### config.mk
export PLATFORM = sky130hd
export DESIGN_NAME = dadda_mul16_seq
export DESIGN_NICKNAME = d
export VERILOG_FILES = /design/src/rtl/dadda_mul16_seq.sv
export SDC_FILE = /design/constraint.sdc
export NUM_CORES = 1
export LEC_CHECK = 0
export ABC_AREA = 1
export BUFFER_PORTS_ARGS = -buffer_cell sky130_fd_sc_hd__buf_2
export CORE_ASPECT_RATIO = 0.75
export CORE_MARGIN = 2
export CORE_UTILIZATION = 30
export DETAILED_ROUTE_END_ITERATION = 8
export MAX_ROUTING_LAYER = met4
export SLEW_MARGIN = 15
export SYNTH_ARGS = -nofsm -noshare
export SYNTH_HDL_FRONTEND = slang
export SYNTH_SLANG_ARGS = --single-unit
### constraint.sdc
create_clock -name clk -period 7.2 [get_ports clk]
set_input_delay 1.08 -clock clk [delete_from_list [all_inputs] [get_ports clk]]
set_output_delay 1.08 -clock clk [all_outputs]
set_load 0.05 [all_outputs]
### src/rtl/dadda_mul16_seq.sv
// dadda_mul16_seq: sequential 16x16 unsigned multiplier that time-shares one
// 8x8 Dadda-style multiplier (DADDA_8x8_42) over four byte partial products.
// Results accumulate in a 32-bit register. Operands enter and results leave
// through valid/ready handshakes.
//
// Optional feature macro: DADDA_SEQ_ZSKIP_EN
//   When defined, steps whose selected a-byte or b-byte is zero are skipped.
//   Latency becomes max(1, number of useful steps). Results are unchanged.
//   When undefined, all four steps always run and latency is fixed at 4.

// 8x8 unsigned multiplier. The eight partial-product rows are reduced by a
// two-level tree of 4:2 compressors, followed by one carry-propagate adder.
// The block is purely combinational.
module DADDA_8x8_42 (
    input  logic [7:0]  a_i,
    input  logic [7:0]  b_i,
    output logic [15:0] p_o
);

    typedef struct packed {
        logic [15:0] s;
        logic [15:0] c;
    } sc_t;

    // 4:2 compressor applied bit-wise across four 16-bit rows. The inner
    // carry (co) depends only on x1..x3, so it does not ripple. All sums are
    // kept modulo 2^16; the real product never exceeds 16 bits, so any bits
    // dropped off the top do not affect the result.
    function automatic sc_t comp42(input logic [15:0] x1, input logic [15:0] x2,
                                   input logic [15:0] x3, input logic [15:0] x4);
        logic [15:0] s1;
        logic [15:0] co;
        logic [15:0] cin;
        logic [15:0] cy;
        sc_t         r;
        s1  = x1 ^ x2 ^ x3;
        co  = (x1 & x2) | (x1 & x3) | (x2 & x3);
        cin = {co[14:0], 1'b0};
        r.s = s1 ^ x4 ^ cin;
        cy  = (s1 & x4) | (s1 & cin) | (x4 & cin);
        r.c = {cy[14:0], 1'b0};
        return r;
    endfunction

    logic [15:0] pp [8];
    sc_t         st0;
    sc_t         st1;
    sc_t         st2;

    // Partial-product generation and the two compressor levels
    always_comb begin
        // NOTE: every variable written here is fully assigned on every pass,
        // so no latch is inferred.
        for (int i = 0; i < 8; i++) begin
            pp[i] = {8'b0, a_i & {8{b_i[i]}}} << i;
        end
        st0 = comp42(pp[0], pp[1], pp[2], pp[3]);
        st1 = comp42(pp[4], pp[5], pp[6], pp[7]);
        st2 = comp42(st0.s, st0.c, st1.s, st1.c);
    end

    assign p_o = st2.s + st2.c;

endmodule

module dadda_mul16_seq #(
    parameter int TAG_W = 4
) (
    input  logic             clk,
    input  logic             rst,
    input  logic             in_valid,
    output logic             in_ready,
    input  logic [15:0]      in_a,
    input  logic [15:0]      in_b,
    input  logic [TAG_W-1:0] in_tag,
    output logic             out_valid,
    input  logic             out_ready,
    output logic [31:0]      out_prod,
    output logic [TAG_W-1:0] out_tag,
    output logic             busy
);

    typedef enum logic [1:0] {
        S_IDLE = 2'd0,
        S_MUL  = 2'd1,
        S_DONE = 2'd2
    } state_t;

    state_t            state_q;
    logic [1:0]        k_q;
    logic [15:0]       a_q;
    logic [15:0]       b_q;
    logic [TAG_W-1:0]  tag_q;
    logic [31:0]       acc_q;
    logic [31:0]       out_prod_q;
    logic [TAG_W-1:0]  out_tag_q;
    logic              out_valid_q;

    logic              accept;
    logic [7:0]        mul_a;
    logic [7:0]        mul_b;
    logic [15:0]       pp16;
    logic [31:0]       term;
    logic [31:0]       acc_d;
    logic [1:0]        k_d;
    logic [1:0]        k_start;
    logic              step_en;
    logic              last_step;

`ifdef DADDA_SEQ_ZSKIP_EN
    logic [3:0]        mask_q;
    logic [3:0]        mask_rem;
    logic [3:0]        mask_start;

    // Index of the lowest set bit; zero when the mask is empty.
    function automatic logic [1:0] penc(input logic [3:0] m);
        logic [1:0] idx;
        idx = 2'd0;
        for (int i = 3; i >= 0; i--) begin
            if (m[i]) idx = 2'(i);
        end
        return idx;
    endfunction

    // Bit k is set when both bytes selected by step k are nonzero.
    assign mask_start = {(|in_a[15:8]) & (|in_b[15:8]),
                         (|in_a[15:8]) & (|in_b[7:0]),
                         (|in_a[7:0])  & (|in_b[15:8]),
                         (|in_a[7:0])  & (|in_b[7:0])};
    assign k_start    = penc(mask_start);
`else
    assign k_start    = 2'd0;
`endif

    assign in_ready = ~rst & ((state_q == S_IDLE) | ((state_q == S_DONE) & out_ready));
    assign accept   = in_valid & in_ready;
    assign busy     = (state_q == S_MUL);
    assign out_valid = out_valid_q;
    assign out_prod  = out_prod_q;
    assign out_tag   = out_tag_q;

    // k[1] picks the a-byte, k[0] picks the b-byte.
    assign mul_a = k_q[1] ? a_q[15:8] : a_q[7:0];
    assign mul_b = k_q[0] ? b_q[15:8] : b_q[7:0];

    DADDA_8x8_42 u_mul (
        .a_i (mul_a),
        .b_i (mul_b),
        .p_o (pp16)
    );

    // Align the current partial product to its weight and choose the next step
    always_comb begin
        unique case (k_q)
            2'd0:    term = {16'b0, pp16};
            2'd1,
            2'd2:    term = {8'b0, pp16, 8'b0};
            default: term = {pp16, 16'b0};
        endcase
`ifdef DADDA_SEQ_ZSKIP_EN
        step_en   = |mask_q;
        mask_rem  = mask_q & ~(4'b0001 << k_q);
        last_step = (mask_rem == 4'b0000);
        k_d       = penc(mask_rem);
`else
        step_en   = 1'b1;
        last_step = (k_q == 2'd3);
        k_d       = k_q + 2'd1;
`endif
        acc_d = step_en ? (acc_q + term) : acc_q;
    end

    // Control FSM with its datapath registers and registered outputs
    always_ff @(posedge clk or posedge rst) begin
        // NOTE: sequential state uses non-blocking assignments so every
        // register samples pre-edge values regardless of statement order.
        if (rst) begin
            state_q     <= S_IDLE;
            k_q         <= 2'd0;
            a_q         <= '0;
            b_q         <= '0;
            tag_q       <= '0;
            acc_q       <= '0;
            out_prod_q  <= '0;
            out_tag_q   <= '0;
            out_valid_q <= 1'b0;
`ifdef DADDA_SEQ_ZSKIP_EN
            mask_q      <= '0;
`endif
        end else begin
            unique case (state_q)
                S_IDLE: begin
                end
                S_MUL: begin
                    acc_q <= acc_d;
                    if (last_step) begin
                        out_prod_q  <= acc_d;
                        out_tag_q   <= tag_q;
                        out_valid_q <= 1'b1;
                        state_q     <= S_DONE;
                    end else begin
                        k_q <= k_d;
                    end
`ifdef DADDA_SEQ_ZSKIP_EN
                    mask_q <= mask_rem;
`endif
                end
                S_DONE: begin
                    if (out_ready) begin
                        out_valid_q <= 1'b0;
                        state_q     <= S_IDLE;
                    end
                end
                default: state_q <= S_IDLE;
            endcase
            // Accept is only possible in IDLE or DONE; it overrides the
            // IDLE return above when a new operation arrives on a handshake.
            if (accept) begin
                a_q     <= in_a;
                b_q     <= in_b;
                tag_q   <= in_tag;
                acc_q   <= '0;
                k_q     <= k_start;
                state_q <= S_MUL;
`ifdef DADDA_SEQ_ZSKIP_EN
                mask_q  <= mask_start;
`endif
            end
        end
    end

endmodule

Yosys cells after proc, flatten, opt, wreduce, memory -nomap -nowiden

Cells that the tools add are included.

$add $sub $neg: 3
$mul: 0
Div/mod/pow operators: 0
Order comparisons: 0
Eq/ne operators: 11
Shifts and indexed selects: 0
Mux-type cells: 15
Bitwise logic cells: 55
Reductions and logical operators: 9

Operators by type and width:

| kind                                | number |
|---|---|
| AND 15 bit                          | 10 |
| OR 15 bit                           | 10 |
| bitwise XOR 16 bit                  | 6 |
| AND 8 bit                           | 8 |
| 2-to-1 mux 32 bit                   | 2 |
| one-hot mux 32 bit (2 select lines) | 1 |
| adder 32 bit                        | 1 |
| adder 16 bit                        | 1 |
| 2-to-1 mux 8 bit                    | 2 |
| bitwise XOR 16 x 11 -> 16 bit       | 1 |
| bitwise XOR 16 x 15 -> 16 bit       | 1 |
| AND 11 x 15 -> 15 bit               | 1 |
| AND 15 x 11 -> 15 bit               | 1 |
| OR 15 x 10 -> 15 bit                | 1 |
| OR 15 x 14 -> 15 bit                | 1 |
| AND 12 x 14 -> 14 bit               | 1 |
| AND 13 x 14 -> 14 bit               | 1 |
| bitwise XOR 13 x 14 -> 14 bit       | 1 |
| AND 12 x 13 -> 13 bit               | 1 |
| bitwise XOR 12 x 13 -> 13 bit       | 1 |
| 2-to-1 mux 2 bit                    | 6 |
| AND 8 x 10 -> 10 bit                | 1 |
| AND 9 x 10 -> 10 bit                | 1 |
| bitwise XOR 9 x 10 -> 10 bit        | 1 |
| other kinds (20)                    | 32 |

Register bits after elaboration: 109
Bits in latches: 0
Bits in writable memories: 0
Bits in read-only memories: 0
Input port bits: 40
Output and inout port bits: 39
Logic and storage cells: 102
Memories kept: 0

Logic depth before layout (Yosys ltp)

Word-level depth: 19
Gate-level depth with buffers: 36
Depth with buffers taken out: 35

Cells and area by module

From an unflattened synthesis, not the netlist that was laid out.

Cell total of the unflattened synthesis: 1326
Area total of the unflattened synthesis: 8924.8 um2

Modules (own cells, without submodules):

| module          | times used | cells each | area an instance (um2) |
|---|---|---|---|
| dadda_mul16_seq | 1          | 1016       | 6864.1 |
| DADDA_8x8_42    | 1          | 310        | 2060.7 |

Worst setup path before layout

No wires, ideal clock.

Path type: flip-flop to flip-flop
From: register k_q[1]
To: register acc_q[27]
Library setup time: 119 ps
Arrival: 5668 ps
Setup slack: 1413 ps
Cell stages (with the launch flop): 34
Clock period less this slack: 5787 ps
Cells stage by stage: dfrtp_1 -> buf_2 -> buf_2 -> nand2_1 -> o21ai_1 -> or2_2 -> fa_1 -> inv_1 -> fa_1 -> inv_1 -> fa_1 -> inv_1 -> fa_1 -> ha_1 -> nand2_1 -> inv_1 -> nand2_1 -> nand2_1 -> a21oi_1 -> nor2_1 -> nor2_1 -> xor2_1 -> o22ai_1 -> ha_1 -> nand2_2 -> inv_1 -> nand2_1 -> nand2_1 -> a21oi_1 -> nor2_1 -> nor3_2 -> nand3_1 -> nand3_1 -> nand2_1

Cells in the longest elaborated chain, start to end: 19
Elaborated cells on any way between the ends: 60
Those cells by class: add/sub: 2; eq/ne: 2; mux: 4; bitwise: 50; reduce/logical: 2

Ends and longest elaborated chain:

| element                                                    | RTL line | source |
|---|---|---|
| start, declared                                            | 90       | `logic [1:0] k_q;` |
| start signal, assigned                                     | 202      | `k_q <= k_d;` |
| start signal, assigned                                     | 223      | `k_q <= k_start;` |
| 2-to-1 mux 8 bit                                           | 143      | `assign mul_a = k_q[1] ? a_q[15:8] : a_q[7:0];` |
| AND 8 bit                                                  | 55       | `pp[i] = {8'b0, a_i & {8{b_i[i]}}} << i;` |
| AND 8 x 9 -> 9 bit or AND 8 x 10 -> 10 bit (tied branches) | 37       | `co = (x1 & x2) \| (x1 & x3) \| (x2 & x3);` |
| OR 15 bit                                                  | 37       |  |
| OR 15 x 10 -> 15 bit                                       | 37       |  |
| AND 15 bit                                                 | 40       | `cy = (s1 & x4) \| (s1 & cin) \| (x4 & cin);` |
| OR 15 bit (2 in series)                                    | 40       |  |
| AND 15 bit                                                 | 37       |  |
| OR 15 bit (2 in series)                                    | 37       |  |
| AND 15 bit                                                 | 40       |  |
| OR 15 bit (2 in series)                                    | 40       |  |
| adder 16 bit                                               | 62       | `assign p_o = st2.s + st2.c;` |
| one-hot mux 32 bit (2 select lines) *                      | 154      | `unique case (k_q)` |
| adder 32 bit *                                             | 170      | `acc_d = step_en ? (acc_q + term) : acc_q;` |
| 2-to-1 mux 32 bit *                                        | 191      | `unique case (state_q)` |
| 2-to-1 mux 32 bit *                                        | 218      | `if (accept) begin` |
| end signal, assigned                                       | 183      | `acc_q <= '0;` |
| end signal, assigned                                       | 195      | `acc_q <= acc_d;` |
| end signal, assigned                                       | 222      | `acc_q <= '0;` |
| end, declared                                              | 94       | `logic [31:0] acc_q;` |

Mark *: on every way between the ends. The rest lies on a longest branch, timed or not. The select of a mux whose other input is x is not followed.
A chain may end at the register's enable or synchronous reset.

Worst setup path after layout

From: register k_q[0]
To: register out_prod_q[23], in the netlist out_prod[23]

Cells in the longest elaborated chain, start to end: 17
Elaborated cells on any way between the ends: 60
Those cells by class: add/sub: 2; eq/ne: 3; mux: 2; bitwise: 50; reduce/logical: 3

Ends and longest elaborated chain:

| element                                                    | RTL line | source |
|---|---|---|
| 2-to-1 mux 8 bit                                           | 144      | `assign mul_b = k_q[0] ? b_q[15:8] : b_q[7:0];` |
| AND 8 bit                                                  | 55       |  |
| AND 8 x 9 -> 9 bit or AND 8 x 10 -> 10 bit (tied branches) | 37       |  |
| OR 15 bit                                                  | 37       |  |
| OR 15 x 10 -> 15 bit                                       | 37       |  |
| AND 15 bit                                                 | 40       |  |
| OR 15 bit (2 in series)                                    | 40       |  |
| AND 15 bit                                                 | 37       |  |
| OR 15 bit (2 in series)                                    | 37       |  |
| AND 15 bit                                                 | 40       |  |
| OR 15 bit (2 in series)                                    | 40       |  |
| adder 16 bit                                               | 62       |  |
| one-hot mux 32 bit (2 select lines)                        | 154      |  |
| adder 32 bit                                               | 170      |  |
| end signal, assigned                                       | 184      | `out_prod_q <= '0;` |
| end signal, assigned                                       | 197      | `out_prod_q <= acc_d;` |
| end, declared                                              | 95       | `logic [31:0] out_prod_q;` |

Several ways; a longest one is shown, not always the timed one.

==> flow_summary.toml <==
[run_status]
status = "finished clean"

[grt]
antenna_found_initial = 1
grt_pass1_vias = 7108
grtUsageTotal = 0.1759
grt_max_degree = 72
grt_pass1_wl_um = 38940
gr-total-overflow = 0

[sta]
tightest_slew_ps = 1162
rsz0062_at_grt = "no"
final.period_utilization = 0.9256
fin_skew_ps = 12.17
finalCriticalPeriod_ps = 6665
relSlewSlack = 0.2242
finalSetupViolations = 0
slew_violations = 0
tns_ps = 0
final_hold_viol_count = 0
max_freq_ghz = 0.1500

[synthesis]
synth_area_per_cell_um2 = 7.428
yosys.area_share.simple = 0.2922
synthAdderAreaFrac = 0.1813
postSynthCellCount = 1115
synthTopCellsByArea = "dfrtp_1 (33%), nand2_1 (16%), fa_1 (9.7%), ha_1 (8.5%), inv_1 (5.4%)"
synth_edf_count = 0
synth_top_area_share = 0.3294
yosys.cell_types.count = 38
ys_ff_latch = 109
synth_mux_area_frac = 0
seq_area_frac_synth = 0.3294
yosysWarningCount = 0
ys.flop_type = "dfrtp_1"
synthXorXnorAreaFrac = 0.02100
synth_top_family_by_area = "simple AND/OR/NAND/NOR gates"
ys_async_sr_fraction = 1.000
synth_commonest_cells = "nand2_1 (350), inv_1 (119), nor2_1 (113), dfrtp_1 (109), nand3_1 (65)"
synth_most_common_cell = "nand2_1"
synth_compound_area_frac = 0.1045
synth_area_um2 = 8282
yosysTopAreaCell = "dfrtp_1"
syn_nets = 1251

[place]
dp_hpwl_um = 18870
port_buffers = 78
gp_congestion = 0.9798

[routing]
wl_um = 23590
vias = 7320
avgViaCountPerCell = 4.741
drt_iter0_markers = 500
ant_nets = 0
drc_errors = 0
wl_per_cell_um = 15.28
firstDrtPassIters = 5

[clock_tree]
clk_pin_slew_ps = 80
htreeDepth = 3
cts-root-buf = "clkbuf_16"
numCtsBuffers = 9
cts_tree = "yes"
clk_latency_ps = 370
post-cts-setup-buffers = 0
clockBufferDepth = 2
cts.sinks = 109

[critical_path]
crit_buf_inv = 5
end_kind = "flop"
crit_top_cell = "nand2_1"
worst_ep_arrival_time_ps = 6880
reg2reg_from = "k_q[0]"
cp-startpoint = "k_q[0]"
crit_type = "reg2reg"
start_kind = "flop"
cp_max_fo = 18
crit_family = "adder cells"
worstPathRequired_ps = 7420
critPathSlowestCell = "dfrtp_1"
max_stage_delay_ps = 650

[flow_run]
maxCapViolCount = 0

[floorplanning]
fp-row-count = 52
core_area_um2 = 27070
die_w_um = 195.9
initial_core_util = 0.3060
die_h_um = 147.9
dieArea_um2 = 28960
ios = 79

[final_layout]
syn2layout_area_growth_pct = 12.98
num-fill-cells = 2933
seqCellArea_um2 = 2729
multiInputGateArea_um2 = 4961
nets = 1323
drive_gt1_frac = 0.1225

[hold_path]
worstHoldStart = "out_tag[0]"
hp-class = "reg2reg"
[path summary, 6_finish.rpt]
| path | cells past startpoint | end | slack [ps] |
|---|---|---|---|
| worst max-delay path | 30 | out_prod[23] | 540 |
| worst min-delay path | 2 | out_tag[0] | 480 |
| worst max register to register | 30 | out_prod[23] | 540 |
| worst min register to register | 2 | out_tag[0] | 480 |
| max in group asynchronous | 3 | out_prod[2] | 5050 |
| min in group asynchronous | 2 | state_q[0] | 760 |
[repair_timing]
action / 4_1_cts / 5_1_grt
hold buffers: 0 / 0
endpoints found under the setup margin: 0 / 1
gates resized for setup: 0 / 1
[registers in the layout, summed over array words and instances, names as in the netlist]
signal	flops
b_q	16
out_prod	32
out_tag	4
a_q	16
state_q	2
acc_q	32
tag_q	4
k_q	2
out_valid	1
[cells in the final DEF, fill, tap and decap left out, drive strengths merged, types with 3 or more instances in the layout]
master,instances
o22ai,18
nand2,361
o21ai,82
or2,14
xor2,8
o21a,5
fa,40
a21oi,46
o21bai,3
clkbuf,9
nand3,66
nor3,8
dfrtp,109
buf,88
nor2,120
clkinv,4
nand4,7
ha,56
inv,127
xnor2,11
[final cells by class]
class	instances	area share
tap	351	0.04694
inverter	125	0.05041
clock inverter	7	0.006686
antenna	1	0.0002675
timing repair buffer	88	0.04975
multi-input combinational	854	0.5302
clock buffer	9	0.02407
sequential	109	0.2917
[worst reg2reg max path: cells and delay by family (launching register included)]
family                   cells  cell delay (ps)
AO/OA/AOI/OAI                5              900
XOR/XNOR                     2              620
adder cells (fa/ha/maj)      6             2770
buffers and inverters        5              240
flip-flops                   1              650
AND/OR/NAND/NOR             12             1340
[layer usage]
metal / vias to the layer above / routed length, um / GRT usage / part of all wire
li1: 3700 / - / - / -
met1: 3473 / 12850 / 0.2723 / 0.54
met2: 138 / 9476 / 0.2377 / 0.40
met3: 9 / 1111 / 0.03399 / 0.047
met4: 0 / 154 / 0.02652 / 0.0065
met5: - / 0 / - / 0
[through the flow]
stage          instance area, um^2  utilization  instances  worst slack [ps]  hold slack, ps
2_1_floorplan                 8282            -       1115              1413           449.2
3_3_place_gp                  9065       0.3349       1527             507.3           457.9
3_5_place_dp                  9065       0.3349       1527             466.0           461.1
4_1_cts                       9353       0.3456       1543             437.8           485.0
5_1_grt                       9356       0.3457       1544             93.04           491.4
6_report                      9356       0.3457       1544             535.3           480.5
[logic make-up after synthesis]
kind of cell,after synthesis
compound gates,159
xor+xnor,19
fa+ha+maj,96
buf+inv,152
flops,109
simple gates,580
Power is not shown: default switching activity piles up to over one toggle a cycle in this logic, so the estimate is an artifact.
